`config.mk`:
```
export PLATFORM = sky130hd
export DESIGN_NAME = ex_mem_stage
export DESIGN_NICKNAME = d
export VERILOG_FILES = /design/src/rtl/ex_mem_stage_pkg.sv /design/src/rtl/ex_mem_stage_sat_counter.sv /design/src/rtl/ex_mem_stage.sv
export SDC_FILE = /design/constraint.sdc
export NUM_CORES = 1
export LEC_CHECK = 0
export BUFFER_PORTS_ARGS = -buffer_cell sky130_fd_sc_hd__buf_2
export CORE_UTILIZATION = 32
export CTS_CLUSTER_SIZE = 40
export DETAILED_ROUTE_END_ITERATION = 16
export REMOVE_ABC_BUFFERS = 1
export SETUP_SLACK_MARGIN = 0.3
export SLEW_MARGIN = 40
export SYNTH_ARGS = -nofsm -noshare
export SYNTH_HDL_FRONTEND = slang
export SYNTH_HIERARCHICAL = 1
export SYNTH_SLANG_ARGS = --single-unit
```
`constraint.sdc`:
```
create_clock -name CLK -period 5.8 [get_ports CLK]
set_input_delay 0.58 -clock CLK [delete_from_list [all_inputs] [get_ports CLK]]
set_output_delay 0.58 -clock CLK [all_outputs]
set_load 0.005 [all_outputs]
```
`src/rtl/ex_mem_stage_pkg.sv`:
```
// rtl/ex_mem_stage_pkg.sv - shared types and FSM encodings for the EX/MEM stage
package ex_mem_stage_pkg;

  typedef logic [31:0] word_t;
  typedef logic [4:0]  regbits_t;

  // Writeback source select carried through to MEM/WB
  typedef enum logic [1:0] {
    SEL_RESULT = 2'd0,
    SEL_DLOAD  = 2'd1,
    SEL_NPC    = 2'd2
  } mem_to_reg_mux_selection;

  // Stage FSM encoding
  typedef logic [0:0] ex_mem_state_t;
  localparam ex_mem_state_t IDLE   = 1'b0;
  localparam ex_mem_state_t ACCESS = 1'b1;

endpackage

```
`src/rtl/ex_mem_stage_sat_counter.sv`:
```
// rtl/ex_mem_stage_sat_counter.sv - saturating up-counter used for stall tracking
module sat_counter #(
  parameter int WIDTH = 16
) (
  input  logic             CLK,
  input  logic             RST,
  input  logic             inc,
  input  logic             clr,
  output logic [WIDTH-1:0] count
);

  localparam logic [WIDTH-1:0] MAX = '1;

  // Count up on inc, stick at all-ones, clear synchronously on clr
  always_ff @(posedge CLK or posedge RST) begin
    if (RST) begin
      count <= '0;
    end else if (clr) begin
      count <= '0;
    end else if (inc && (count != MAX)) begin
      count <= count + 1'b1;
    end
  end

endmodule

```
`src/rtl/ex_mem_stage.sv`:
```
// rtl/ex_mem_stage.sv - EX/MEM pipeline register with dcache request handling
module ex_mem_stage
  import ex_mem_stage_pkg::*;
#(
  parameter int STALL_CNT_W = 16
) (
  input  logic                    CLK,
  input  logic                    RST,
  input  logic                    enable_EX_MEM,
  input  logic                    flush_EX_MEM,
  input  logic                    dREN_ID_EX,
  input  logic                    dWEN_ID_EX,
  input  logic                    WEN_ID_EX,
  input  logic                    halt_ID_EX,
  input  mem_to_reg_mux_selection mem_to_reg_ID_EX,
  input  regbits_t                wsel_ID_EX,
  input  word_t                   alu_result,
  input  word_t                   store_data,
  input  word_t                   next_imemaddr_ID_EX,
  input  logic                    dhit,
  input  word_t                   dmemload,
  output logic                    dmemREN,
  output logic                    dmemWEN,
  output word_t                   dmemaddr,
  output word_t                   dmemstore,
  output logic                    mem_busy,
  output logic                    WEN_EX_MEM,
  output regbits_t                wsel_EX_MEM,
  output mem_to_reg_mux_selection mem_to_reg_EX_MEM,
  output logic                    halt_EX_MEM,
  output word_t                   result_EX_MEM,
  output word_t                   dload_EX_MEM,
  output word_t                   next_imemaddr_EX_MEM,
  output logic [STALL_CNT_W-1:0]  stall_count
);

  ex_mem_state_t state;
  ex_mem_state_t state_n;
  logic          flush_pend;
  logic          dren_q;
  logic          dwen_q;
  word_t         store_q;

  logic in_access;
  logic done;
  logic do_flush;
  logic do_capture;
  logic new_mem;
  logic is_load;

  assign in_access = (state == ACCESS);
  assign mem_busy  = in_access & ~dhit;
  assign done      = in_access & dhit;

  // A flush seen while waiting is deferred until the access completes
  assign do_flush   = ~mem_busy & (flush_EX_MEM | (done & flush_pend));
  assign do_capture = ~mem_busy & ~do_flush & enable_EX_MEM & ~halt_EX_MEM;
  assign new_mem    = ~halt_ID_EX & (dREN_ID_EX | dWEN_ID_EX);

  // Store wins when both requests are latched
  assign is_load   = dren_q & ~dwen_q;
  assign dmemREN   = in_access & is_load;
  assign dmemWEN   = in_access & dwen_q;
  assign dmemaddr  = result_EX_MEM;
  assign dmemstore = store_q;

  // Next-state: capture decides ACCESS vs IDLE, completion or bubble returns to IDLE
  always_comb begin
    state_n = state;
    if (do_capture) begin
      state_n = new_mem ? ACCESS : IDLE;
    end else if (done || do_flush) begin
      state_n = IDLE;
    end
  end

  // State and deferred-flush flag
  always_ff @(posedge CLK or posedge RST) begin
    if (RST) begin
      state      <= IDLE;
      flush_pend <= 1'b0;
    end else begin
      state <= state_n;
      if (mem_busy && flush_EX_MEM) begin
        flush_pend <= 1'b1;
      end else if (done) begin
        flush_pend <= 1'b0;
      end
    end
  end

  // Pipeline register: load data on hit, then bubble or capture of the next instruction
  always_ff @(posedge CLK or posedge RST) begin
    if (RST) begin
      dren_q               <= 1'b0;
      dwen_q               <= 1'b0;
      store_q              <= '0;
      WEN_EX_MEM           <= 1'b0;
      wsel_EX_MEM          <= '0;
      mem_to_reg_EX_MEM    <= SEL_RESULT;
      halt_EX_MEM          <= 1'b0;
      result_EX_MEM        <= '0;
      dload_EX_MEM         <= '0;
      next_imemaddr_EX_MEM <= '0;
    end else begin
      if (done && is_load) begin
        dload_EX_MEM <= dmemload;
      end
      if (do_flush) begin
        // Halt stays sticky; everything else becomes a bubble, discarding load data
        dren_q               <= 1'b0;
        dwen_q               <= 1'b0;
        store_q              <= '0;
        WEN_EX_MEM           <= 1'b0;
        wsel_EX_MEM          <= '0;
        mem_to_reg_EX_MEM    <= SEL_RESULT;
        result_EX_MEM        <= '0;
        dload_EX_MEM         <= '0;
        next_imemaddr_EX_MEM <= '0;
      end else if (do_capture) begin
        dren_q               <= dREN_ID_EX & ~halt_ID_EX;
        dwen_q               <= dWEN_ID_EX & ~halt_ID_EX;
        store_q              <= store_data;
        WEN_EX_MEM           <= WEN_ID_EX;
        wsel_EX_MEM          <= wsel_ID_EX;
        mem_to_reg_EX_MEM    <= mem_to_reg_ID_EX;
        halt_EX_MEM          <= halt_ID_EX;
        result_EX_MEM        <= alu_result;
        next_imemaddr_EX_MEM <= next_imemaddr_ID_EX;
      end
    end
  end

  sat_counter #(
    .WIDTH(STALL_CNT_W)
  ) u_stall_cnt (
    .CLK  (CLK),
    .RST  (RST),
    .inc  (mem_busy),
    .clr  (1'b0),
    .count(stall_count)
  );

endmodule
```
-- Word level (Yosys, flattened, before mapping)
Index checks and enable logic that the tools add are counted.
- eq/ne operators: 1
- bitwise logic cells: 21
- reductions and logical operators: 9
- $add $sub $neg: 1
- mux-type cells: 23
- operator list (operator ; number):
    $mux 32 ; 8
    $add 16x1->16 const B ; 1
    $ne 16x16->1 const B ; 1
    $and 1x1->1 ; 13
    $mux 1 ; 11
    $mux 5 ; 2
    $reduce_bool 2->1 ; 4
    $not 1->1 ; 6
    $mux 2 ; 2
    $logic_and 1x1->1 ; 3
    $or 1x1->1 ; 2
    $reduce_and 2->1 ; 1
    $logic_or 1x1->1 ; 1
- register bits: 157
- output and inout bits: 188
- word-level logic and storage cells: 68

-- Logic depth before layout (Yosys ltp)
- depth in word-level cells: 10
- gate-level depth with buffers: 8

-- Modules after synthesis
The synthesis kept the hierarchy.
- by module, submodules not included (module ; cells each ; area an instance (um2) ; instances ; seq. area each (um2)):
    ex_mem_stage ; 464 ; 5444.0 ; 1 ; 3528.4
    sat_counter ; 101 ; 932.1 ; 1 ; 400.4

-- Worst setup path after synthesis
OpenSTA, ideal clock, no wires.
- kind: input -> register
- start point: in dhit
- end point: reg u_stall_cnt.count[13]
- setup time: 0.077 ns
- data arrival time: 2.135 ns
- path buffers: 1
- setup slack: 3.587 ns
- cell stages on the path: 7
- data required time: 5.723 ns
- path through: nand2b_1 > inv_1 > clkbuf_2 > nand3_1 > or4_4 > or4_1 > a21oi_1
- longest elaborated chain between the ends: 3
- RTL lines (what ; line ; source):
    from (decl) ; ex_mem_stage.sv:20 ; input logic dhit,
    $not 1->1 ; ex_mem_stage.sv:52 ; assign mem_busy = in_access & ~dhit;
    $and 1x1->1 ; ex_mem_stage.sv:52 ;
    named net mem_busy ; ex_mem_stage.sv:26 ; output logic mem_busy,
    $logic_and 1x1->1 ; ex_mem_stage_sat_counter.sv:20 ; end else if (inc && (count != MAX)) begin
    to (signal assigned) ; ex_mem_stage_sat_counter.sv:21 ; count <= count + 1'b1;
    to (decl) ; ex_mem_stage_sat_counter.sv:9 ; output logic [WIDTH-1:0] count
The timed path passes the listed nets, and every way through them passes these cells.
A chain may end at the register's enable or synchronous reset.

-- Final worst setup path
- start point: reg state, in the netlist in_access
- end point: reg u_stall_cnt.count[13]
- longest elaborated chain between the ends: 2
- RTL lines (what ; line ; source):
    from (decl) ; ex_mem_stage.sv:37 ; ex_mem_state_t state;
    from (signal assigned) ; ex_mem_stage.sv:83 ; state <= state_n;
    $and 1x1->1 ; ex_mem_stage.sv:52 ;
    $logic_and 1x1->1 ; ex_mem_stage_sat_counter.sv:20 ;
Every way passes these cells.

==> results by group <==
Synthesis
  • Ys Warns: 6
  • Asr flop ratio synth: 100.0%
  • Post-synth EDFFs: 0
  • Syn_area_per_cell: between 10 and 15 um2
  • Post-synthesis sequential area ratio: roughly 62%
  • Count of cell types in the netlist: 38
  • Post-synth top flop: dfrtp_1
  • Synthesized area: between 6000 and 7000 um2
  • Post-Syn Instances: 565
  • Synthesized flop and latch total: approximately 160

Finish
  • Final core occ: 44.26%
  • Layout cell share with drive strength beyond 1: a little over two fifths
  • Fin nets: between 900 and 1000
  • Post-route cell area: 8642 um2
  • Fillers: 1914
  • Area Overhead vs Synth: 35.54%

Die
  • Number of I/O pins: between 300 and 400
  • # rows: slightly above 50
  • Core Footprint: slightly below 20000 um2
  • Die area: between 20000 and 25000 um2
  • Initial Util: 32.65%
  • Chip Width: 143.2 um
  • Die height: between 100 and 150 um

Power
  • Sw Pwr: just under 0.0007 W
  • Leak: between 4 and 5 nW
  • VDD IR max: ~0.19 mV
  • Switching fraction of total power: between 20% and 30%
  • Seq pwr share: between 40% and 50%
  • Int Pwr: ~0.0020 W
  • Clock network power share: between 40% and 50%
  • Gate power share: roughly an eighth
  • Power per cell area: roughly 310 nW/um2

Routing
  • Post-DRT Antenna Nets: 0
  • Final WL: between 15000 and 20000 um
  • DRC: 0
  • Drt pass-1 iters: 4
  • WL/cell: 16.64 um
  • Drt first-iter violations: roughly 240
  • Vias: between 5000 and 6000
  • Vias per cell: between 4 and 5

Hold path
  • Hold Path Class: in -> async

Global route
  • Gr ovfl total: 0
  • Vias in the first global route: about 5100
  • GRT Overall Usage: between 10% and 20%
  • First-pass GRT wire length: about 28000 um
  • Pin count of the biggest net entering global routing: 94
  • Initial antenna violation count: 1

CTS
  • # clock sinks: ~160
  • Post-CTS Hold Fix Bufs: 0
  • Root buf cell: clkbuf_16
  • Max Buffers Root-to-Sink: 2
  • CTS tree: yes
  • Clk pin slew, worst setup/hold paths: 0.06 ns
  • Clock Latency Late Sink: 0.42 ns
  • Postcts setup bufs: 0
  • Cts bufs inserted: 17
  • H-tree levels: 4
  • Post-cts sizing count: 0

STA
  • Setup TNS: 0 ns
  • Worst Skew: between 0.007 and 0.008 ns
  • Final min period: around 2.4 ns
  • Slew Limit Fails: 0
  • Slew HR: 53.26%
  • Final setup viols: 0
  • Fin crit share: between 40% and 50%
  • Max Freq: 421.4 MHz
  • Slew @ Worst Pin: roughly 0.70 ns
  • RSZ-0062 raised after global routing: no
  • Final hold viol count: 0

Critical path
  • CP max FO: 10
  • Critical path type: reg -> reg
  • CP required: 6.14 ns
  • Crit path arrival time: 2.72 ns
  • Worst setup SP type: register
  • CP Capture Type: register

Status
  • Outcome: completed

Run
  • Max_cap viols: 0

Placement
  • Detailed Place HPWL: 13090 um
  • Port bufs: between 300 and 400
  • Placed cell area: around 8000 um2
  • RePlAce Congestion: ~0.76
-- routing by layer --
layer  track usage, %  part of all wire, %  vias to the layer above  routed length [um]
met5                0                    0                        -                   0
met1            22.21                   42                     2614                7895
met3            6.439                  7.9                       21                1483
met2            29.50                   48                      198                9080
li1                 -                    -                     2555                   -
met4            7.357                  1.7                        0                 314
-- worst max-delay path, stage by stage, from the launching register on --
cell and delay, ns:
dfrtp_1 0.50, nand2b_1 0.18, inv_1 0.30, nand3_1 0.25, or4_4 0.51, or4_1 0.41, a21oi_1 0.15
-- power by group through the flow --
stage	combinational (W)	sequential (W)	clock, W
CTS	0.000329	0.00121	0.00119
floorplan	0.000129	0.00123	0
detailed placement	0.000329	0.00122	0
global route	0.000355	0.00121	0.00123
finish	0.000321	0.00120	0.00117
global placement	0.000322	0.00122	0
-- path summary, 6_finish.rpt --
check / startpoint / to / slack, ns / cells after the start
min reg2reg: halt_EX_MEM / halt_EX_MEM / 0.48 / 1
max reg2reg: in_access / u_stall_cnt/count[13] / 3.43 / 6
max: in_access / u_stall_cnt/count[13] / 3.43 / 6
min in group CLK: next_imemaddr_ID_EX[14] / next_imemaddr_EX_MEM[14] / 0.37 / 2
max in group asynchronous: RST / mem_to_reg_EX_MEM[1] / 4.44 / 3
min: RST / next_imemaddr_EX_MEM[1] / 0.27 / 2
-- per-stage QoR --
step                      hold WS, ns  instances  setup WS (ns)  power, W
after global routing           0.3078       1128          3.271  0.002802
after CTS                      0.2776       1127          3.449  0.002721
after floorplan                0.4639        494          1.439  0.001358
after global placement         0.4561       1094          3.260  0.001545
after detailed placement       0.4675       1096          3.202  0.001551
final                          0.2658       1128          3.427  0.002692
-- cells in the final DEF, fill, tap and decap left out, types with 2 or more instances in the layout --
master	count
buf_4	3
inv_1	4
nand2_1	103
clkinvlp_4	2
clkbuf_1	2
o31ai_1	6
nor2b_1	3
o21ai_0	5
nand4_1	4
buf_2	331
mux2_2	2
bufinv_16	3
or4_1	6
nand3_1	7
nor3_1	4
nor4_1	3
nand2b_1	5
clkinv_4	3
a22o_1	90
inv_6	3
a21oi_1	63
or3_1	6
clkbuf_16	17
o41ai_1	2
nor2_1	5
buf_8	2
dfrtp_1	157
-- synth_stat cells, drive strengths merged, types with 2 or more instances --
cell    count  area (um2)
nor4        3       18.77
inv         5       18.77
dfrtp     157        3929
nand2     105       394.1
a21oi      63       315.3
or3         7       45.05
clkbuf     14       53.80
o41ai       2       17.52
nand4       5       46.29
nor2        6       22.52
o21ai       5       25.02
nor3        4       20.02
nor2b       3       18.77
mux2        2       22.52
and2        2       12.51
or4         8       65.06
a22o       90       788.3
nand2b      5       31.28
o31ai       6       45.04
nand3       7       35.03
buf        56       364.1
-- layout make-up --
type                       count  area [um2]  share of cell area, %
multi-input combinational    332        2028                  23.47
clock buffer                  20       446.7                  5.169
timing repair buffer         337        1720                  19.91
sequential                   157        3929                  45.46
clock inverter                11       157.7                  1.824
tap                          265       331.6                  3.837
antenna                        1       2.502                0.02896
inverter                       5       26.28                 0.3040
-- state kept, by name (all words and copies together) (netlist names) --
name	cells
wsel_EX_MEM	5
mem_to_reg_EX_MEM	2
u_stall_cnt/count	16
dwen_q	1
dmemaddr	32
in_access	1
dload_EX_MEM	32
WEN_EX_MEM	1
flush_pend	1
next_imemaddr_EX_MEM	32
halt_EX_MEM	1
dmemstore	32
dren_q	1
-- kinds of logic after synthesis --
group / after synthesis / share of synthesized area [%]
other: 1 / 0.05881
and+or+nand+nor: 157 / 11.40
AOI/OAI and AO/OA: 170 / 19.23
buffers and inverters: 76 / 6.986
muxes: 3 / 0.5102
DFF: 157 / 61.62
adders and majority gates: 1 / 0.1962
Power figures use the tool's default switching activity.
